$ cat src/rtl/cat_image_loader.sv
// cat_image_loader: APB write sequencer for one CatRecognizer run.
// Clears Start_work, packs 3 pixels per word, starts, waits, captures result.
module cat_image_loader #(
  parameter int Amba_Word        = 24,
  parameter int Amba_Addr_Depth  = 13,
  parameter int PixelWidth       = 8,
  parameter int ImageWords       = 4096,
  parameter int ResultWaitCycles = 4150
) (
  input  logic                       clk,
  input  logic                       rst,
  input  logic                       start,
  input  logic                       abort,
  input  logic                       pix_valid,
  input  logic [PixelWidth-1:0]      pix_data,
  output logic                       pix_ready,
  output logic                       PSEL,
  output logic                       PENABLE,
  output logic                       PWRITE,
  output logic [Amba_Addr_Depth-1:0] PADDR,
  output logic [Amba_Word-1:0]       PWDATA,
  input  logic                       CatRecOut,
  output logic                       busy,
  output logic                       done,
  output logic                       cat_result
);

  localparam int IW = $clog2(ImageWords + 1);
  localparam int CW = $clog2(ResultWaitCycles + 1);

  typedef enum logic [3:0] {
    IDLE,
    CLR_SETUP,
    CLR_ACCESS,
    GATHER,
    WR_SETUP,
    WR_ACCESS,
    GO_SETUP,
    GO_ACCESS,
    WAIT,
    DONE
  } state_t;

  state_t                  state;
  logic [IW-1:0]           word_idx;
  logic [IW-1:0]           next_idx;
  logic [1:0]              byte_cnt;
  logic [2*PixelWidth-1:0] pack;
  logic [CW-1:0]           wait_cnt;
  logic                    abort_pend;

  assign next_idx = word_idx + IW'(1);

  // Sequencer: every output is registered and set on the transition into a state
  always_ff @(posedge clk) begin
    if (rst) begin
      state      <= IDLE;
      word_idx   <= '0;
      byte_cnt   <= '0;
      pack       <= '0;
      wait_cnt   <= '0;
      abort_pend <= 1'b0;
      pix_ready  <= 1'b0;
      PSEL       <= 1'b0;
      PENABLE    <= 1'b0;
      PWRITE     <= 1'b0;
      PADDR      <= '0;
      PWDATA     <= '0;
      busy       <= 1'b0;
      done       <= 1'b0;
      cat_result <= 1'b0;
    end else begin
      done <= 1'b0;
      unique case (state)
        IDLE: begin
          if (start) begin
            state      <= CLR_SETUP;
            busy       <= 1'b1;
            PSEL       <= 1'b1;
            PENABLE    <= 1'b0;
            PWRITE     <= 1'b1;
            PADDR      <= '0;
            PWDATA     <= '0;
            word_idx   <= '0;
            byte_cnt   <= '0;
            abort_pend <= 1'b0;
          end
        end
        CLR_SETUP: begin
          state   <= CLR_ACCESS;
          PENABLE <= 1'b1;
          if (abort) abort_pend <= 1'b1;
        end
        CLR_ACCESS: begin
          PSEL    <= 1'b0;
          PENABLE <= 1'b0;
          PWRITE  <= 1'b0;
          if (abort || abort_pend) begin
            state <= IDLE;
            busy  <= 1'b0;
          end else begin
            state     <= GATHER;
            pix_ready <= 1'b1;
          end
        end
        GATHER: begin
          if (abort) begin
            state     <= IDLE;
            busy      <= 1'b0;
            pix_ready <= 1'b0;
            byte_cnt  <= '0;
          end else if (pix_valid) begin
            if (byte_cnt == 2'd2) begin
              state     <= WR_SETUP;
              pix_ready <= 1'b0;
              byte_cnt  <= '0;
              word_idx  <= next_idx;
              PSEL      <= 1'b1;
              PWRITE    <= 1'b1;
              PADDR     <= Amba_Addr_Depth'(next_idx);
              PWDATA    <= {pack, pix_data};
            end else begin
              pack     <= {pack[PixelWidth-1:0], pix_data};
              byte_cnt <= byte_cnt + 2'd1;
            end
          end
        end
        WR_SETUP: begin
          state   <= WR_ACCESS;
          PENABLE <= 1'b1;
          if (abort) abort_pend <= 1'b1;
        end
        WR_ACCESS: begin
          PENABLE <= 1'b0;
          if (abort || abort_pend) begin
            PSEL   <= 1'b0;
            PWRITE <= 1'b0;
            state  <= IDLE;
            busy   <= 1'b0;
          end else if (word_idx == IW'(ImageWords)) begin
            state  <= GO_SETUP;
            PADDR  <= '0;
            PWDATA <= Amba_Word'(1);
          end else begin
            PSEL      <= 1'b0;
            PWRITE    <= 1'b0;
            state     <= GATHER;
            pix_ready <= 1'b1;
          end
        end
        GO_SETUP: begin
          state   <= GO_ACCESS;
          PENABLE <= 1'b1;
          if (abort) abort_pend <= 1'b1;
        end
        GO_ACCESS: begin
          PSEL    <= 1'b0;
          PENABLE <= 1'b0;
          PWRITE  <= 1'b0;
          if (abort || abort_pend) begin
            state <= IDLE;
            busy  <= 1'b0;
          end else begin
            state    <= WAIT;
            wait_cnt <= CW'(ResultWaitCycles - 1);
          end
        end
        WAIT: begin
          if (abort) begin
            state <= IDLE;
            busy  <= 1'b0;
          end else if (wait_cnt <= CW'(1)) begin
            state      <= DONE;
            done       <= 1'b1;
            cat_result <= CatRecOut;
          end else begin
            wait_cnt <= wait_cnt - CW'(1);
          end
        end
        DONE: begin
          state <= IDLE;
          busy  <= 1'b0;
        end
        default: begin
          state <= IDLE;
          busy  <= 1'b0;
        end
      endcase
    end
  end

endmodule

$ cat config.mk
export PLATFORM = sky130hd
export DESIGN_NAME = cat_image_loader
export DESIGN_NICKNAME = d
export VERILOG_FILES = /design/src/rtl/cat_image_loader.sv
export SDC_FILE = /design/constraint.sdc
export NUM_CORES = 1
export LEC_CHECK = 0
export BUFFER_PORTS_ARGS = -buffer_cell sky130_fd_sc_hd__buf_4
export CAP_MARGIN = 20
export CORE_MARGIN = 2
export CORE_UTILIZATION = 31
export CTS_CLUSTER_DIAMETER = 30
export DETAILED_ROUTE_END_ITERATION = 12
export PLACE_DENSITY = 0.48
export SYNTH_ARGS = -nofsm -noshare
export SYNTH_HDL_FRONTEND = slang
export SYNTH_SLANG_ARGS = --single-unit
$ cat constraint.sdc
create_clock -name clk -period 2 [get_ports clk]
set_input_delay 0.4 -clock clk [delete_from_list [all_inputs] [get_ports clk]]
set_output_delay 0.4 -clock clk [all_outputs]
set_load 0.005 [all_outputs]
; Word level (Yosys, flattened, before mapping)
; Cells that the tools add are included.
; W data, S select, Z words.
[op_classes]
n_eq_ne = 28
add_sub_neg = 3
n_mux = 57
n_bitwise = 4
reduce_logical = 26
order_cmp = 1
[op_table]
columns = operator, count
row1 = $mux W24, 6
row2 = $mux W13, 9
row3 = $pmux W24 S3, 1
row4 = $pmux W13 S2, 2
row5 = $pmux W13 S3, 1
row6 = $pmux W4 S9, 1
row7 = $mux W4, 7
row8 = $ne A2 B2 Y1 const B, 11
row9 = $mux W1, 17
row10 = $eq A4 B3 Y1 const B, 4
row11 = $reduce_and A4 Y1, 4
row12 = $add A13 B1 Y13 const B, 1
row13 = $eq A13 B13 Y1 const B, 1
row14 = $le A13 B1 Y1 const B, 1
row15 = $sub A13 B1 Y13 const B, 1
row16 = $ne A3 B3 Y1 const B, 4
row17 = $reduce_and A6 Y1, 2
row18 = $mux W2, 5
row19 = $reduce_and A3 Y1, 3
row20 = $reduce_bool A3 Y1, 3
row21 = $reduce_or A3 Y1, 3
row22 = $eq A4 B2 Y1 const B, 2
row23 = $pmux W1 S4, 2
row24 = $reduce_and A7 Y1, 1
row25 = other kinds (17), 27
[word_totals]
ff_bits = 92
in_bits = 14
output_inout_bits = 44

; Depth between registers and ports, before layout
; Gate-level depths: netlist (run 1).
[logic_depth]
word_depth = 5
ltp_mapped = 8

; Worst setup path before layout (run 1)
; No wires, ideal clock.
[synth_path]
path_type = register to register
start = register word_idx[0]
end = register PWDATA[4]
stages_incl_launch_ff = 9
path_slack_ns = 0.261
arrival_time_ns = 1.668
n_path_buf = 1
synth_period_minus_slack_ns = 1.739
required_ns = 1.930
setup_time_ns = 0.070
path_cell_list = dfxtp_1 > inv_1 > ha_1 > nor4b_4 > nand3_1 > o31ai_4 > buf_4 > nand4_1 > a21oi_1
[synth_between]
elab_chain_len = 3
[synth_rtl]
columns = element, line_no
row1 = "start, declared", 45  ; logic [IW-1:0] word_idx;
row2 = "start signal, assigned", 117  ; word_idx <= next_idx;
row3 = $eq A13 B13 Y1, 140  ; end else if (word_idx == IW'(ImageWords)) begin
row4 = $ne A2 B2 Y1 (no source line), n/a
row5 = $reduce_and A7 Y1 (no source line), n/a
row6 = "end signal, assigned", 121  ; PWDATA <= {pack, pix_data};
row7 = "end signal, assigned", 143  ; PWDATA <= Amba_Word'(1);
row8 = "end, declared", 21  ; output logic [Amba_Word-1:0] PWDATA,
; Every way passes these cells.
; A chain may end at the register's enable or synchronous reset.

; Worst setup path in the final report (run 1)
[layout_path]
start = register word_idx[0]
end = register PWDATA[3]
; The elaborated chain is that of the path after synthesis.

==> summary.md, run 1 <==
| Metric | Value |
|---|---|
| Top-area cell type share of the netlist area | `41.11%` |
| Count of filler cells inserted in the layout | `1444` |
| P_leak | `2.127 nW` |
| Port Buffer Count | `57` |
| Critical Path End Type | `flop` |
| Synthesized Nets | `548` |
| Min Tclk post-route | `1.914 ns` |
| Gpl congestion | `0.8420` |
| Core Region | `0.01399 mm2` |
| Status | `finished, final reports clean` |
| Worst hold margin | `0.3037 ns` |
| Clk_skew | `0.007587 ns` |
| Post-DP HPWL | `8695 um` |
| Hold Vio Cnt, Final | `0` |
| Final wirelength | `12530 um` |
| Ys Warns | `0` |
| Post-DP Area | `0.005309 mm2` |
| Top-count cell post-synth | `dfxtp_1` |
| Synth Area per Inst | `8.454 um2` |
| Netlist Area Pre-Place | `0.004481 mm2` |
| CTS tree | `yes` |
| Finish-stage setup viols | `0` |
| Max_slew headroom | `69.73%` |
| Synth Instances | `530` |
| Distinct cell type count after synthesis | `68` |
| Critical Path AT | `2.19 ns` |
| Synth async-reset ratio | `0%` |
| Seq/Total Area, Yosys | `41.11%` |
| Vias in the first global route | `4023` |
| PD cells | `735.9 mW/mm2` |
| Via/cell ratio | `5.291` |
| Die X-Extent | `124.2 um` |
| Layout cells sized above 1 | `25.70%` |
| Reg clk slew, reported paths | `0.06 ns` |
| Synth area leader | `dfxtp_1` |
| Peak VDD IR | `0.4943 mV` |
| # DRC | `0` |
| Final period util | `95.72%` |
| Max_cap viols | `0` |
| Full die area | `0.01543 mm2` |
| Routed length per instance | `15.84 um` |
| Synth top cells by count | `92 x dfxtp_1, 75 x a21oi_1, 41 x o21ai_0` |
| Placed Cells | `773` |
| Root Driver | `clkbuf_16` |
| Post-Layout Cell Count | `791` |
| Cts hold-fix bufs | `0` |
| Area occupied by multi-input gates | `0.002419 mm2` |
| CTS Sinks | `92` |
| CP Max Fanout | `13` |
| Vert. Die Dim | `124.2 um` |
| First-pass GRT wire length | `20690 um` |
| Final ANT Viol Nets | `0` |
| I/O pins | `58` |
| Design Area, Final | `0.005733 mm2` |
| Vias | `4185` |
| Hold crit path type | `input pin to flop` |
| Max Freq | `522.4 MHz` |
| P&R area growth vs syn | `27.95%` |
| Skew-Pair Late Insertion Delay | `0.35 ns` |
| Critical path type | `flop to flop` |
| DR iter-0 viols | `247` |
| Area contributors post-synth | `dfxtp_1 41%, a21oi_1 8.4%, nand4_1 4.9%` |
| Setup TNS | `0 ns` |
| Fin nets | `624` |
| Ys flop type | `dfxtp_1` |
| Max Root-Sink Buffers | `2` |
| Initial core utilization | `32.03%` |
| CTS buffer count | `9` |
| Initial antenna violation count | `0` |
| CP required | `2.28 ns` |
| First-pass iteration count of the detailed router | `4` |
| EDFF count, synth | `0` |
| GR Util All Layers | `16.15%` |
| R2r setup slk | `0.09 ns` |
| Startpoint types | `flop` |
| Row count | `43` |
| Pre-CTS WS | `-0.03641 ns` |
| FF+latch count, synth | `92` |
| Grt total ovfl | `0` |
| ANT cells | `0` |
| Fin worst setup slack | `0.08569 ns` |
| H-Tree Depth | `3` |
| Storage cell area | `0.001846 mm2` |
| Measured slew at the worst slew-check pin | `0.4529 ns` |
| Max Transition Viols Final | `0` |
| Largest net degree at the start of global routing | `40` |
-- metrics by stage --
stage | total power [mW] | utilization, %
final | 4.219 | 40.98
after global routing | 4.413 | 40.98
after CTS | 4.274 | 40.30
after detailed placement | 2.376 | 37.95
after global placement | 2.374 | 37.95
after floorplan | 2.187 | -
-- kinds of logic after synthesis --
family | after synthesis | share of synthesized area [%]
simple gates | 196 | 25.41
buf+inv | 53 | 5.864
mux | 8 | 1.815
compound gates | 163 | 21.95
flops | 92 | 41.11
xor+xnor | 14 | 2.737
fa+ha+maj | 4 | 1.117
-- power by group --
part / switching (mW) / internal, mW
Sequential: 0.0269 / 1.86
Clock: 0.711 / 1.17
Combinational: 0.268 / 0.189
-- cells in the final DEF (no fill, tap or decap), types with 10 or more instances in the layout --
cell	count
buf_4	105
dfxtp_1	89
a21oi_1	73
o21ai_0	41
nand2_1	38
nand4_1	35
nand3_1	30
nor2_1	28
nor3_1	12
clkbuf_16	10
-- area by class of cell --
class / instances / area share, %
inverter: 8 / 0.5238
multi-input combinational: 385 / 42.19
tap: 180 / 3.928
sequential: 92 / 32.19
clock buffer: 13 / 4.540
clock inverter: 3 / 1.200
timing repair buffer: 110 / 15.43
-- layer usage --
layer / GRT usage, % / wire length, um / part of all wire [%]
met1: 21.32 / 6020 / 48
met2: 26.36 / 5978 / 48
met3: 4.260 / 412 / 3.3
met4: 3.900 / 121 / 0.97
met5: 0 / 0 / 0
-- worst max-delay path, cell delays in order (launching register included) --
cell	delay (ns)
dfxtp_1	0.32
inv_1	0.07
ha_1	0.14
nor4b_4	0.24
nand3_2	0.17
o31ai_4	0.28
buf_12	0.16
buf_12	0.14
nand4_1	0.16
a21oi_2	0.17
-- path summary, 6_finish.rpt --
check                            startpoint  cells after the start    endpoint
worst max register to register  word_idx[0]                      9   PWDATA[3]
worst min register to register     pack[12]                      2    pack[12]
worst min-delay path              CatRecOut                      3  cat_result
worst max-delay path            word_idx[0]                      9   PWDATA[3]
-- state kept, by name (all words and copies together) (netlist names), 2 cells and up --
| register | flops |
|---|---|
| pack | 16 |
| byte_cnt | 2 |
| state | 4 |
| PADDR | 13 |
| PWDATA | 24 |
| wait_cnt | 13 |
| word_idx | 13 |
-- what timing repair did --
action | 4_1_cts | 5_1_grt
setup buffers | 0 | 1
resized for setup | 0 | 11
endpoints found under the setup margin | 0 | 45
Power figures use the tool's default switching activity.
==> run 2, diff against run 1 <==
==> constraint.sdc (replaced) <==
create_clock -name clk -period 2.1 [get_ports clk]
set_input_delay 0.42 -clock clk [delete_from_list [all_inputs] [get_ports clk]]
set_output_delay 0.42 -clock clk [all_outputs]
set_load 0.005 [all_outputs]
==> run 2 against run 1 <==
Net effect:
- highest routed layer unchanged
- register-to-register slack gained 0.04 ns
- sequential power shrank 4%
- wire length shrank 3.7%
- critical endpoint is now word_idx[2]
==> summary.md, run 2 (same netlist as run 1, synthesis figures left out) <==
| Metric | Value |
|---|---|
| Status | `finished, final reports clean` |
| H-Tree Depth | `3 (unchanged)` |
| Post-Layout Cell Count | `777 (-1.8%)` |
| GR Util All Layers | `15.72% (-0.43 points)` |
| Commonest non-fill, non-tap cell in the layout | `buf_4` |
| Reg clk slew, reported paths | `0.07 ns (about the same)` |
| Core Region | `0.01399 mm2 (unchanged)` |
| Finish-stage setup viols | `0 (unchanged)` |
| Hold path cells | `3 (unchanged)` |
| Count of filler cells inserted in the layout | `1447 (+0.21%)` |
| P&R area growth vs syn | `24.32%` |
| Critical path type | `flop to flop` |
| Max Transition Viols Final | `0 (unchanged)` |
| Most frequent cells in the layout | `93 x buf_4, 91 x dfxtp_1, 75 x a21oi_1, 41 x o21ai_0, 38 x nand2_1` |
| Placed Cells | `761 (-1.6%)` |
| Measured slew at the worst slew-check pin | `0.4021 ns (-0.05083 ns)` |
| CP Max Fanout | `10 (-3)` |
| Initial core utilization | `32.03% (unchanged)` |
| Vert. Die Dim | `124.2 um (unchanged)` |
| Final Total Pwr | `3.935 mW (-6.7%)` |
| Hold crit path type | `input pin to flop` |
| Critical Path AT | `2.19 ns (about the same)` |
| Power share of the combinational group | `10.3% (-0.5 points)` |
| Setup TNS | `0 ns (unchanged)` |
| Max Freq | `507.8 MHz (-2.8%)` |
| Largest net degree at the start of global routing | `38 (-5.0%)` |
| Port Buffer Count | `57 (unchanged)` |
| Switching share of power | `24.49% (+0.66 points)` |
| CP required | `2.32 ns (+0.04 ns)` |
| CTS Sinks | `92 (unchanged)` |
| Vias | `4130 (-1.3%)` |
| Row count | `43 (unchanged)` |
| ANT cells | `0 (unchanged)` |
| Clock power share | `44.1% (-0.4 points)` |
| Fin nets | `610 (-2.2%)` |
| P_int | `2.971 mW (-7.5%)` |
| Cts hold-fix bufs | `0 (unchanged)` |
| Hold Vio Cnt, Final | `0 (unchanged)` |
| Clk_skew | `0.006405 ns (-0.001182 ns)` |
| Post-DP HPWL | `8537 um (-1.8%)` |
| Final period util | `93.78% (-1.9 points)` |
| Max_slew headroom | `72.99% (+3.3 points)` |
| HP Start | `CatRecOut` |
| Min Tclk post-route | `1.969 ns (+0.05501 ns)` |
| Part of the power in registers | `45.6% (+1.0 points)` |
| Die X-Extent | `124.2 um (unchanged)` |
| Initial antenna violation count | `0 (unchanged)` |
| Worst hold margin | `0.3403 ns (+0.03667 ns)` |
| Gpl congestion | `0.8181 (-2.8%)` |
| Max Root-Sink Buffers | `2 (unchanged)` |
| Worst-case hold path end point | `cat_result` |
| Vias in the first global route | `3862 (-4.0%)` |
| CTS buffer count | `9 (unchanged)` |
| # DRC | `0 (unchanged)` |
| Via/cell ratio | `5.315 (+0.46%)` |
| PD cells | `706.4 mW/mm2 (-4.0%)` |
| Worst r2r dst | `word_idx[2]` |
| Max FFs per register | `24 (unchanged)` |
| Biggest registers after layout | `PWDATA: 24 flops, pack: 16 flops` |
| Root Driver | `clkbuf_16` |
| NetSw | `0.9638 mW (-4.2%)` |
| P_leak | `2.017 nW (-5.2%)` |
| Final wirelength | `12070 um (-3.7%)` |
| Final core utilization | `39.82% (-1.2 points)` |
| Routed length per instance | `15.53 um (-2.0%)` |
| FF-to-FF Start | `state[1]` |
| Layout cells sized above 1 | `23.12% (-2.6 points)` |
| Peak VDD IR | `0.3780 mV (-24%)` |
| Full die area | `0.01543 mm2 (unchanged)` |
| CTS tree | `yes` |
| Skew-Pair Late Insertion Delay | `0.34 ns (about the same)` |
| Grt total ovfl | `0 (unchanged)` |
| DR iter-0 viols | `270 (+9.3%)` |
| I/O pins | `58 (unchanged)` |
| Max_cap viols | `0 (unchanged)` |
| RSZ-0062 raised after global routing | `true` |
| Critical Path End Type | `flop` |
| Top reg by flops | `PWDATA` |
| Cells on worst reg2reg path | `5 (-4)` |
| R2r setup slk | `0.13 ns (+0.04 ns)` |
| Startpoint types | `flop` |
| Final ANT Viol Nets | `0 (unchanged)` |
| First-pass iteration count of the detailed router | `5 (+1)` |
| First-pass GRT wire length | `19990 um (-3.4%)` |
[run 2: cell count changes in the layout (fill, tap and decap cells not counted), moves of 2 or more]
cell | previous run | this run
dfxtp_2 | 3 | 1
a21oi_1 | 73 | 75
o41ai_2 | 2 | 0
o41ai_1 | 2 | 4
buf_4 | 105 | 93
dfxtp_1 | 89 | 91
clkbuf_8 | 2 | 0
clkinvlp_4 | 0 | 2
a21oi_2 | 2 | 0
[run 2: how the worst max path moves through the flow]
stage / cells past startpoint / slack [ns] / endpoint / startpoint
after floorplan: 8 / 0.36 / PWDATA[4] / word_idx[0]
after global placement: 5 / 0.08 / PWDATA[10] / state[1]
after detailed placement: 5 / 0.08 / PWDATA[13] / state[1]
after CTS: 5 / 0.05 / PWDATA[13] / state[1]
after global routing: 5 / -0.04 / word_idx[8] / state[1]
final: 5 / 0.13 / word_idx[2] / state[1]
[run 2: power groups by stage]
stage               clock network, mW  logic [mW]  registers (mW)
finish                           1.73       0.404            1.80
CTS                              1.78       0.405            1.80
global route                     1.87       0.446            1.80
global placement                    0       0.405            1.84
floorplan                           0       0.260            1.82
detailed placement                  0       0.404            1.84
[run 2: repair_timing]
| action | in CTS | in global routing |
|---|---|---|
| hold endpoints to repair | 0 | 0 |
| buffers inserted | 0 | 0 |
| gates resized for setup | 0 | 4 |
| endpoints found under the setup margin | 0 | 49 |
[run 2: final cells by class]
type                    count  area [um2]  area share [%]
inverters                   8       30.03          0.5391
clock inverters             6       88.84           1.595
repair buffers             96       758.2           13.61
multi-input cells         385        2396           43.01
flip-flops and latches     92        1843           33.09
clock buffers              10       229.0           4.111
well taps                 180       225.2           4.043
[run 2: per-stage QoR]
step	instance area [um2]	setup WS [ns]
6_report	5570	0.1307
5_1_grt	5570	-0.04188
4_1_cts	5549	0.05241
3_5_place_dp	5231	0.07828
3_3_place_gp	5231	0.07890
2_1_floorplan	4481	0.3613
[run 2: worst max-delay path, stage by stage, from the launching register on]
cell       delay [ns]
dfxtp_1          0.55
nand4bb_1        0.37
nor3_1           0.47
o21ai_4          0.18
o21ai_0          0.20
a21oi_1          0.08
[run 2: per-layer routing]
layer | routed length (um) | global-route usage (%) | up-vias
li1 | - | - | 2088
met1 | 5718 | 21.83 | 1955
met2 | 5712 | 24.53 | 76
met3 | 483 | 2.883 | 11
met4 | 153 | 5.354 | 0
met5 | 0 | 0 | -
==> run 3, diff against run 2 <==
--- a/config.mk
+++ b/config.mk
@@ -5,13 +5,14 @@
 export SDC_FILE = /design/constraint.sdc
 export NUM_CORES = 1
 export LEC_CHECK = 0
+export ABC_AREA = 1
 export BUFFER_PORTS_ARGS = -buffer_cell sky130_fd_sc_hd__buf_4
 export CAP_MARGIN = 20
 export CORE_MARGIN = 2
 export CORE_UTILIZATION = 31
 export CTS_CLUSTER_DIAMETER = 30
 export DETAILED_ROUTE_END_ITERATION = 12
-export PLACE_DENSITY = 0.48
+export SKIP_LAST_GASP = 1
 export SYNTH_ARGS = -nofsm -noshare
 export SYNTH_HDL_FRONTEND = slang
 export SYNTH_SLANG_ARGS = --single-unit
==> run 3 against run 2 <==
Net effect:
- sequential power up 19%
- critical endpoint is now PWDATA[16]
- final cell count up 30%
- highest routed layer unchanged
- sequential share of layout area down 1.3 points
- clock-buffer cell count unchanged
==> summary.md, run 3 <==
| Metric | Value |
|---|---|
| Status | `finished, final reports clean` |
| GR Util All Layers | `15.63% (-0.092 points)` |
| Via/cell ratio | `4.611 (-13%)` |
| Critical path type | `flop to flop` |
| Hold Vio Cnt, Final | `0 (unchanged)` |
| I/O pins | `58 (unchanged)` |
| Levels on crit path | `10 (+5)` |
| Post-DP HPWL | `8847 um (+3.6%)` |
| Vias | `4662 (+13%)` |
| Crit path largest cell delay | `0.36 ns (-0.19 ns)` |
| Setup TNS | `0 ns (unchanged)` |
| Core Region | `0.01515 mm2 (+8.3%)` |
| Reg clk slew, reported paths | `0.07 ns (about the same)` |
| Ys Warns | `0 (unchanged)` |
| PD cells | `944.0 mW/mm2 (+34%)` |
| Cts hold-fix bufs | `0 (unchanged)` |
| Max Transition Viols Final | `0 (unchanged)` |
| Synthesized Nets | `777 (+42%)` |
| Initial core utilization | `31.65% (-0.38 points)` |
| Critical Path AT | `2.12 ns (-0.07 ns)` |
| Min Tclk post-route | `1.832 ns (-0.1374 ns)` |
| CP required | `2.39 ns (+0.07 ns)` |
| DR iter-0 viols | `330 (+22%)` |
| Synth Area per Inst | `6.315 um2 (-25%)` |
| Final Total Pwr | `5.475 mW (+39%)` |
| Max_cap viols | `0 (unchanged)` |
| Full die area | `0.01647 mm2 (+6.8%)` |
| Max Freq | `545.9 MHz (+7.5%)` |
| Critical Path End Type | `flop` |
| Cell mode on critical path | `nand2_1` |
| Hold path cells | `3 (unchanged)` |
| Vias in the first global route | `4220 (+9.3%)` |
| Die X-Extent | `128.3 um (+3.3%)` |
| Max Root-Sink Buffers | `2 (unchanged)` |
| Gpl congestion | `0.8777 (+7.3%)` |
| First-pass GRT wire length | `20760 um (+3.9%)` |
| CTS Sinks | `92 (unchanged)` |
| Ys flop type | `dfxtp_1` |
| Final wirelength | `12350 um (+2.4%)` |
| Clk_skew | `0.007913 ns (+0.001508 ns)` |
| Seq/Total Area, Yosys | `38.42% (-2.7 points)` |
| P_leak | `2.738 nW (+36%)` |
| Largest net degree at the start of global routing | `36 (-5.3%)` |
| CP Max Fanout | `22 (+12)` |
| Commonest non-fill, non-tap cell in the layout | `nand2_1` |
| P&R area growth vs syn | `20.99%` |
| Final core utilization | `38.29% (-1.5 points)` |
| EDFF count, synth | `0 (unchanged)` |
| Startpoint types | `flop` |
| Worst path slowest cell | `dfxtp_1` |
| Max_slew headroom | `70.16% (-2.8 points)` |
| Max FFs per register | `24 (unchanged)` |
| Initial antenna violation count | `0 (unchanged)` |
| Synth async-reset ratio | `0% (unchanged)` |
| Measured slew at the worst slew-check pin | `0.4472 ns (+0.04512 ns)` |
| Buf/Inv on CP | `2 (+2)` |
| Finish-stage setup viols | `0 (unchanged)` |
| Port Buffer Count | `57 (unchanged)` |
| Row count | `45 (+4.7%)` |
| Netlist Area Pre-Place | `0.004793 mm2 (+7.0%)` |
| Cells on worst reg2reg path | `10 (+5)` |
| Fin nets | `837 (+37%)` |
| Hold crit path type | `input pin to flop` |
| CTS buffer count | `9 (unchanged)` |
| Layout cells sized above 1 | `14.70% (-8.4 points)` |
| First-pass iteration count of the detailed router | `7 (+2)` |
| Final ANT Viol Nets | `0 (unchanged)` |
| Distinct cell type count after synthesis | `34 (-50%)` |
| Setup bufs post-CTS | `0 (unchanged)` |
| Routed length per instance | `12.22 um (-21%)` |
| CP delay by family, top | `simple AND/OR/NAND/NOR gates` |
| Top reg by flops | `PWDATA` |
| Top-count cell post-synth | `nand2_1` |
| Biggest registers after layout | `PWDATA: 24 flops, pack: 16 flops` |
| Synth area leader | `dfxtp_1` |
| Root Driver | `clkbuf_16` |
| Synth Instances | `759 (+43%)` |
| FF+latch count, synth | `92 (unchanged)` |
| Top-area cell type share of the netlist area | `38.42% (-2.7 points)` |
| Grt total ovfl | `0 (unchanged)` |
| Final period util | `87.23% (-6.5 points)` |
| Post-CTS sizing | `0 (unchanged)` |
| ANT cells | `0 (unchanged)` |
| Critical path, cell by cell | `nor2_1, nand2_2, nand3_2, nand2_1, clkinv_2, nand3_4, buf_4, nand2_1, nand2_1, nor2_1` |
| Vert. Die Dim | `128.3 um (+3.3%)` |
| Area contributors post-synth | `dfxtp_1 38%, nand2_1 16%, nor2_1 12%` |
| # DRC | `0 (unchanged)` |
| H-Tree Depth | `3 (unchanged)` |
| CTS tree | `yes` |
| Most frequent cells in the layout | `210 x nand2_1, 152 x nor2_1, 92 x dfxtp_1, 79 x buf_4, 77 x inv_1` |
| RSZ-0062 raised after global routing | `false` |
| Synth top cells by count | `210 x nand2_1, 152 x nor2_1, 92 x dfxtp_1` |
| Skew-Pair Late Insertion Delay | `0.35 ns (about the same)` |
| Peak VDD IR | `0.4254 mV (+13%)` |
## run 3: changes by cell type in the layout (fill, tap and decap cells not counted), sizes merged, moves of 12 or more
cell   before  now
nand2      38  215
nor2       29  158
inv         8   86
a21oi      75   43
buf        96   80
nand3      33   45
nor3       14    2
## run 3: per-layer routing
layer	GRT usage (%)	part of all wire (%)
met1	20.80	49
met2	25.56	46
met3	3.617	3.9
met4	4.202	1.1
met5	0	0
## run 3: stage by stage
stage / instance area, um2 / std cells / hold WS [ns] / setup WS [ns]
6_report: 5799 / 1011 / 0.3176 / 0.2681
5_1_grt: 5799 / 1011 / 0.3088 / 0.004581
4_1_cts: 5799 / 1011 / 0.3007 / 0.2304
3_5_place_dp: 5475 / 996 / 0.4591 / 0.2350
3_3_place_gp: 5475 / 996 / 0.4542 / 0.2765
2_1_floorplan: 4793 / 759 / 0.4397 / 0.5008
## run 3: layout make-up
| type | instances | area [um2] |
|---|---|---|
| Inverter | 86 | 324.1 |
| Multi-Input combinational cell | 550 | 2461 |
| Tap cell | 188 | 235.2 |
| Timing Repair Buffer | 80 | 613.1 |
| Sequential cell | 92 | 1842 |
| Clock buffer | 10 | 239.0 |
| Fill cell | 1626 | 9346 |
| Clock inverter | 5 | 85.08 |
## run 3: cells by family after synthesis
| family | synth area share, % |
|---|---|
| compound gates | 8.901 |
| xor+xnor | 0.7310 |
| fa+ha+maj | 1.044 |
| buf+inv | 10.23 |
| flops | 38.42 |
| simple gates | 40.67 |
## run 3: worst min-delay path: cells and delay by family
kind | cells | cell delay, ns
buf+inv | 1 | 0.09
simple gates | 2 | 0.13
## run 3: power by group
group	switching (mW)	total (mW)	internal [mW]
Combinational	0.901	1.58	0.677
Clock	0.683	1.76	1.07
Sequential	0.165	2.14	1.97
Total	1.75	5.47	3.72
## run 3: path summary, 6_finish.rpt
kind	slack [ns]	start	to
max	0.27	state[3]	PWDATA[16]
min reg2reg	0.46	abort_pend	abort_pend
min	0.32	pix_data[4]	pack[4]
max reg2reg	0.27	state[3]	PWDATA[16]
